--- config.mk ---
export PLATFORM = sky130hd
export DESIGN_NAME = num_feeder
export DESIGN_NICKNAME = d
export VERILOG_FILES = /design/src/rtl/num_feeder.sv
export SDC_FILE = /design/constraint.sdc
export NUM_CORES = 1
export LEC_CHECK = 0
export CORE_MARGIN = 2
export CORE_UTILIZATION = 38
export CTS_CLUSTER_SIZE = 8
export DETAILED_ROUTE_END_ITERATION = 8
export GPL_ROUTABILITY_DRIVEN = 0
export GPL_TIMING_DRIVEN = 0
export PLACE_DENSITY_LB_ADDON = 0.3
export SLEW_MARGIN = 25
export SYNTH_ARGS = -nofsm -noshare
export SYNTH_HDL_FRONTEND = slang
export SYNTH_SLANG_ARGS = --single-unit
--- constraint.sdc ---
create_clock -name clk -period 7.39 [get_ports clk]
set_input_delay 1.478 -clock clk [delete_from_list [all_inputs] [get_ports clk]]
set_output_delay 1.478 -clock clk [all_outputs]
set_load 0.05 [all_outputs]
--- src/rtl/num_feeder.sv ---
// Symbol queue feeding a downstream sequence detector: zero symbols are filtered, one symbol is popped per cycle unless held.
// Optional macro NUM_FEEDER_COUNT_EN adds a saturating 8-bit sent_cnt output counting pops.
module num_feeder #(
    parameter int DEPTH = 8,
    parameter int AW    = 3
) (
    input  logic          clk,
    input  logic          reset,
    input  logic [1:0]    in_num,
    input  logic          in_valid,
    output logic          in_ready,
    input  logic          hold,
    output logic [1:0]    num,
    output logic          empty,
    output logic          full,
    output logic [AW:0]   level
`ifdef NUM_FEEDER_COUNT_EN
    ,
    output logic [7:0]    sent_cnt
`endif
);

    logic [1:0]    mem_q [DEPTH];
    logic [AW-1:0] wr_ptr_q, wr_ptr_d;
    logic [AW-1:0] rd_ptr_q, rd_ptr_d;
    logic [AW:0]   cnt_q, cnt_d;
    logic [1:0]    num_q, num_d;
    logic          push;
    logic          pop;

    // Full/empty come from the occupancy count so pointer equality is never ambiguous.
    assign empty    = (cnt_q == '0);
    assign full     = (cnt_q == DEPTH[AW:0]);
    assign level    = cnt_q;
    assign num      = num_q;
    assign in_ready = !full && !reset;

    assign push = in_valid && in_ready && (in_num != 2'd0);
    assign pop  = !hold && !empty;

    always_comb begin
        wr_ptr_d = wr_ptr_q;
        rd_ptr_d = rd_ptr_q;
        cnt_d    = cnt_q;
        num_d    = 2'd0;
        if (push) begin
            wr_ptr_d = wr_ptr_q + 1'b1;
        end
        if (pop) begin
            rd_ptr_d = rd_ptr_q + 1'b1;
            num_d    = mem_q[rd_ptr_q];
        end
        case ({push, pop})
            2'b10:   cnt_d = cnt_q + 1'b1;
            2'b01:   cnt_d = cnt_q - 1'b1;
            default: cnt_d = cnt_q;
        endcase
    end

    always_ff @(posedge clk or posedge reset) begin
        if (reset) begin
            wr_ptr_q <= '0;
            rd_ptr_q <= '0;
            cnt_q    <= '0;
            num_q    <= 2'd0;
        end else begin
            wr_ptr_q <= wr_ptr_d;
            rd_ptr_q <= rd_ptr_d;
            cnt_q    <= cnt_d;
            num_q    <= num_d;
        end
    end

    // Storage is left unreset; a slot is only read after it has been written.
    always_ff @(posedge clk) begin
        if (push) begin
            mem_q[wr_ptr_q] <= in_num;
        end
    end

`ifdef NUM_FEEDER_COUNT_EN
    logic [7:0] sent_q, sent_d;

    always_comb begin
        sent_d = sent_q;
        if (pop && (sent_q != 8'hFF)) begin
            sent_d = sent_q + 8'd1;
        end
    end

    always_ff @(posedge clk or posedge reset) begin
        if (reset) begin
            sent_q <= 8'd0;
        end else begin
            sent_q <= sent_d;
        end
    end

    assign sent_cnt = sent_q;
`endif

endmodule
==> summary.md <==
Floorplanning
• 64.8 um — Die W
• 3610 um^2 — Core ar.
• 0.389 — Starting Density
• 22 — row count
• 15 — IO Count
• 64.8 um — Die Height
• 4200 um^2 — DIE AREA

Synthesis
• 100 — synthesized net count
• 36 — number of distinct library cell variants in the gate-level netlist after synthesis
• 89 — Cells after Synth
• sky130_fd_sc_hd__edfxtp_1 — post-synthesis cell type with the largest combined area
• 0 — number of warnings issued by yosys
• 0.556 — sequential-to-total area share from yosys stat
• 28 — FF+latch count, synth
• 16 — number of flops mapped to enable cells by yosys
• 1400 um^2 — area of the mapped netlist
• sky130_fd_sc_hd__edfxtp_1 — ys flop type
• sky130_fd_sc_hd__edfxtp_1, sky130_fd_sc_hd__dfrtp_1, sky130_fd_sc_hd__mux4_2 — top post-synthesis cells by area
• 0.342 — area share of the largest cell type after synthesis
• 15.8 um^2 — average cell area after synthesis
• 0.429 — fraction of registers with async set or reset after synthesis

Place
• 1710 um — half-perimeter wire length after placement
• 3.04 ns — worst slack at placement
• 14 — total of buffers placed on input and output ports
• 151 — placed cells

Critical path
• 2 — Buf/Inv on CP
• buffers and inverters — critical path's top delay family
• output port — CP Capture Type
• 4 — critical-path maximum fanout
• sky130_fd_sc_hd__clkdlybuf4s50_1 — most used cell, CP
• sky130_fd_sc_hd__clkdlybuf4s50_1 — Critical Path Slowest Stage Cell
• primary input — Worst Setup Start Kind
• 5.91 ns — endpoint required time on the critical path
• in2out — start-to-end type of the worst setup path
• clkdlybuf4s50_1 > nor2_1 > clkdlybuf4s50_1 — CP cell instances
• 4.81 ns — Reg2Reg Setup Slack
• 2.87 ns — endpoint arrival time on the critical path
• 0.80 ns — delay of the slowest critical-path stage

Clock network
• 0 — Post CTS Setup Buffer Count
• done — clock tree from TritonCTS
• 1 — number of H-tree levels
• sky130_fd_sc_hd__clkbuf_8 — root buffer cell
• 3 — number of buffers inserted during clock tree synthesis
• 0 — quantity of hold-fixing buffers added after cts
• 28 — clock net sink count
• 0.09 ns — post-CTS clock slew at the launch and capture registers of the worst setup and hold paths
• 0.27 ns — clock latency on the worst-skew pair
• 0 — total of cells resized after clock tree synthesis
• 2 — Longest Clk Path Bufs

Timing
• false — setup repair after global routing missed its margin
• 0 — final count of hold timing violations
• 4.35 ns — final period demand of the worst path
• 3.04 ns — least setup slack across all paths after layout
• 0 — final number of setup-violating endpoints
• 0 — number of pins exceeding their max-slew limit in the final report
• 0 ns — Setup TNS Final
• 0.669 — worst slew margin relative to its limit
• 0.00309 ns — final worst clock skew
• 0.537 ns — worst slack on hold paths
• 0.589 — final clock period utilization by the worst path
• 230 MHz — max frequency
• 0.496 ns — transition at the pin with the smallest max-transition slack

Drt
• 17 — DR iter-0 viols
• 15.1 um — Wirelength per Cell
• 4 — DR pass1 iterations
• 5.16 — via/cell ratio
• 800 — number of vias after detailed routing
• 0 — number of routed nets with antenna violations
• 0 — remaining design rule violation count
• 2340 um — Routed Wire Length

GRT
• 0 — total overflow reported by the global router
• 16 — pin count of the biggest net entering global routing
• 849 — number of global-route vias before repair
• 0.125 — global router's overall resource usage
• 3960 um — global-route wire length before repair
• 0 — antenna violations before repair

Finish
• 325 — total of fill cells in the finished design
• 0.224 — fraction of layout cells with a size suffix above 1
• 155 — Cell Count, Final, Fillers Out
• 119 — net total in the final layout
• 0 — antenna fix cells
• 17.5% — area grow syn2layout

Run status
• finished clean — result of the run

Run
• 0 — max-cap violation count

Power
• 0.614 nW — Static Leakage
• 0.167 mV — IR drop worst, VDD
• 390 nW/um^2 — power density relative to cell area

Hold path
• reg2reg — min-delay worst type

## worst reg2reg max path, delay by kind of cell, from the launching register on
| kind | cells | cell delay, ns |
|---|---|---|
| compound gates | 2 | 0.46 |
| fa+ha+maj | 1 | 0.27 |
| buf+inv | 2 | 0.22 |
| flops | 1 | 0.52 |
| simple gates | 3 | 0.98 |
## area by class of cell
cell class	count	area (um^2)	share of cell area
multi-input combinational	53	576	0.349
clock buffer	3	41.3	0.0250
inverter	4	15.0	0.00910
timing repair buffer	14	140	0.0850
tap	48	60.1	0.0364
buffer	4	32.5	0.0197
sequential	28	781	0.473
clock inverter	1	3.75	0.00228
## cells in the final DEF (no fill, tap or decap)
master / netlist / routed
sky130_fd_sc_hd__o21ai_0: 1 / 1
sky130_fd_sc_hd__a21o_2: 1 / 1
sky130_fd_sc_hd__and4b_1: 3 / 3
sky130_fd_sc_hd__buf_2: 2 / 2
sky130_fd_sc_hd__or4_1: 1 / 1
sky130_fd_sc_hd__xor2_1: 5 / 5
sky130_fd_sc_hd__o221ai_2: 1 / 1
sky130_fd_sc_hd__nor2_2: 1 / 1
sky130_fd_sc_hd__a2111oi_4: 1 / 1
sky130_fd_sc_hd__inv_1: 4 / 4
sky130_fd_sc_hd__and4bb_2: 2 / 2
sky130_fd_sc_hd__clkinv_1: 0 / 1
sky130_fd_sc_hd__nor4_4: 1 / 1
sky130_fd_sc_hd__or4b_1: 1 / 1
sky130_fd_sc_hd__edfxtp_1: 16 / 16
sky130_fd_sc_hd__xnor2_1: 2 / 2
sky130_fd_sc_hd__dfrtp_1: 12 / 12
sky130_fd_sc_hd__buf_6: 2 / 2
sky130_fd_sc_hd__nor2b_1: 1 / 1
sky130_fd_sc_hd__nor4b_1: 1 / 1
sky130_fd_sc_hd__or3b_4: 1 / 1
sky130_fd_sc_hd__o21a_1: 1 / 1
sky130_fd_sc_hd__nor3_2: 1 / 1
sky130_fd_sc_hd__clkdlybuf4s50_1: 0 / 14
sky130_fd_sc_hd__nand3b_1: 1 / 1
sky130_fd_sc_hd__nor3b_1: 1 / 1
sky130_fd_sc_hd__nor4b_4: 1 / 1
sky130_fd_sc_hd__mux2_2: 3 / 3
sky130_fd_sc_hd__and4_1: 1 / 1
sky130_fd_sc_hd__nor3_1: 2 / 2
sky130_fd_sc_hd__nor2_1: 3 / 3
sky130_fd_sc_hd__mux2i_1: 3 / 3
sky130_fd_sc_hd__a21oi_1: 1 / 1
sky130_fd_sc_hd__and3_1: 1 / 1
sky130_fd_sc_hd__clkbuf_8: 0 / 3
sky130_fd_sc_hd__mux4_2: 4 / 4
sky130_fd_sc_hd__ha_1: 5 / 5
sky130_fd_sc_hd__o41ai_1: 1 / 1
sky130_fd_sc_hd__and3b_1: 1 / 1
## stage by stage
stage | utilization | power (mW) | instance area, um^2
6_report | 0.457 | 0.643 | 1650
5_1_grt | 0.457 | 0.684 | 1650
4_1_cts | 0.457 | 0.649 | 1650
3_5_place_dp | 0.445 | 0.566 | 1600
3_3_place_gp | 0.445 | 0.552 | 1600
2_1_floorplan | - | 0.481 | 1400
## cells by family after synthesis
family	synth area share
multiplexers	0.110
XOR/XNOR	0.0437
adder cells (fa/ha/maj)	0.0446
AO/OA/AOI/OAI	0.0553
AND/OR/NAND/NOR	0.157
flip-flops	0.556
buffers and inverters	0.0339
## registers in the layout (all words and copies together) (netlist names)
| signal | flops |
|---|---|
| level | 4 |
| mem_q | 16 |
| num | 2 |
| rd_ptr_q | 3 |
| wr_ptr_q | 3 |
## final timing paths
path | from | endpoint | depth (start not counted)
worst max register to register | level[0] | level[3] | 8
min in group asynchronous | reset | wr_ptr_q[1] | 2
worst min register to register | rd_ptr_q[2] | rd_ptr_q[2] | 1
worst max-delay path | reset | in_ready | 3
worst min-delay path | rd_ptr_q[2] | rd_ptr_q[2] | 1
max in group asynchronous | reset | rd_ptr_q[2] | 2
## power by group
group | total (mW) | switching (mW) | leakage, nW | internal (mW)
Clock | 0.0825 | 0.0452 | 0.0231 | 0.0373
Combinational | 0.297 | 0.159 | 0.302 | 0.138
Sequential | 0.263 | 0.0586 | 0.288 | 0.205
## synthesized netlist by cell type, types with 2 or more instances
cell and number:
sky130_fd_sc_hd__and4b_1 3, sky130_fd_sc_hd__and4bb_2 2, sky130_fd_sc_hd__buf_2 2, sky130_fd_sc_hd__buf_6 2
sky130_fd_sc_hd__dfrtp_1 12, sky130_fd_sc_hd__edfxtp_1 16, sky130_fd_sc_hd__ha_1 5, sky130_fd_sc_hd__inv_1 4
sky130_fd_sc_hd__mux2_2 3, sky130_fd_sc_hd__mux2i_1 3, sky130_fd_sc_hd__mux4_2 4, sky130_fd_sc_hd__nor2_1 3
sky130_fd_sc_hd__nor3_1 2, sky130_fd_sc_hd__xnor2_1 2, sky130_fd_sc_hd__xor2_1 5
## routing by layer
| layer | routed length [um] | up-vias | GRT usage |
|---|---|---|---|
| met3 | 47 | 0 | 0.0208 |
| met4 | 0 | 0 | 0.0559 |
| met2 | 1200 | 9 | 0.195 |
| met5 | 0 | - | 0 |
| met1 | 1100 | 410 | 0.171 |
| li1 | - | 381 | - |
Power figures use the tool's default switching activity.
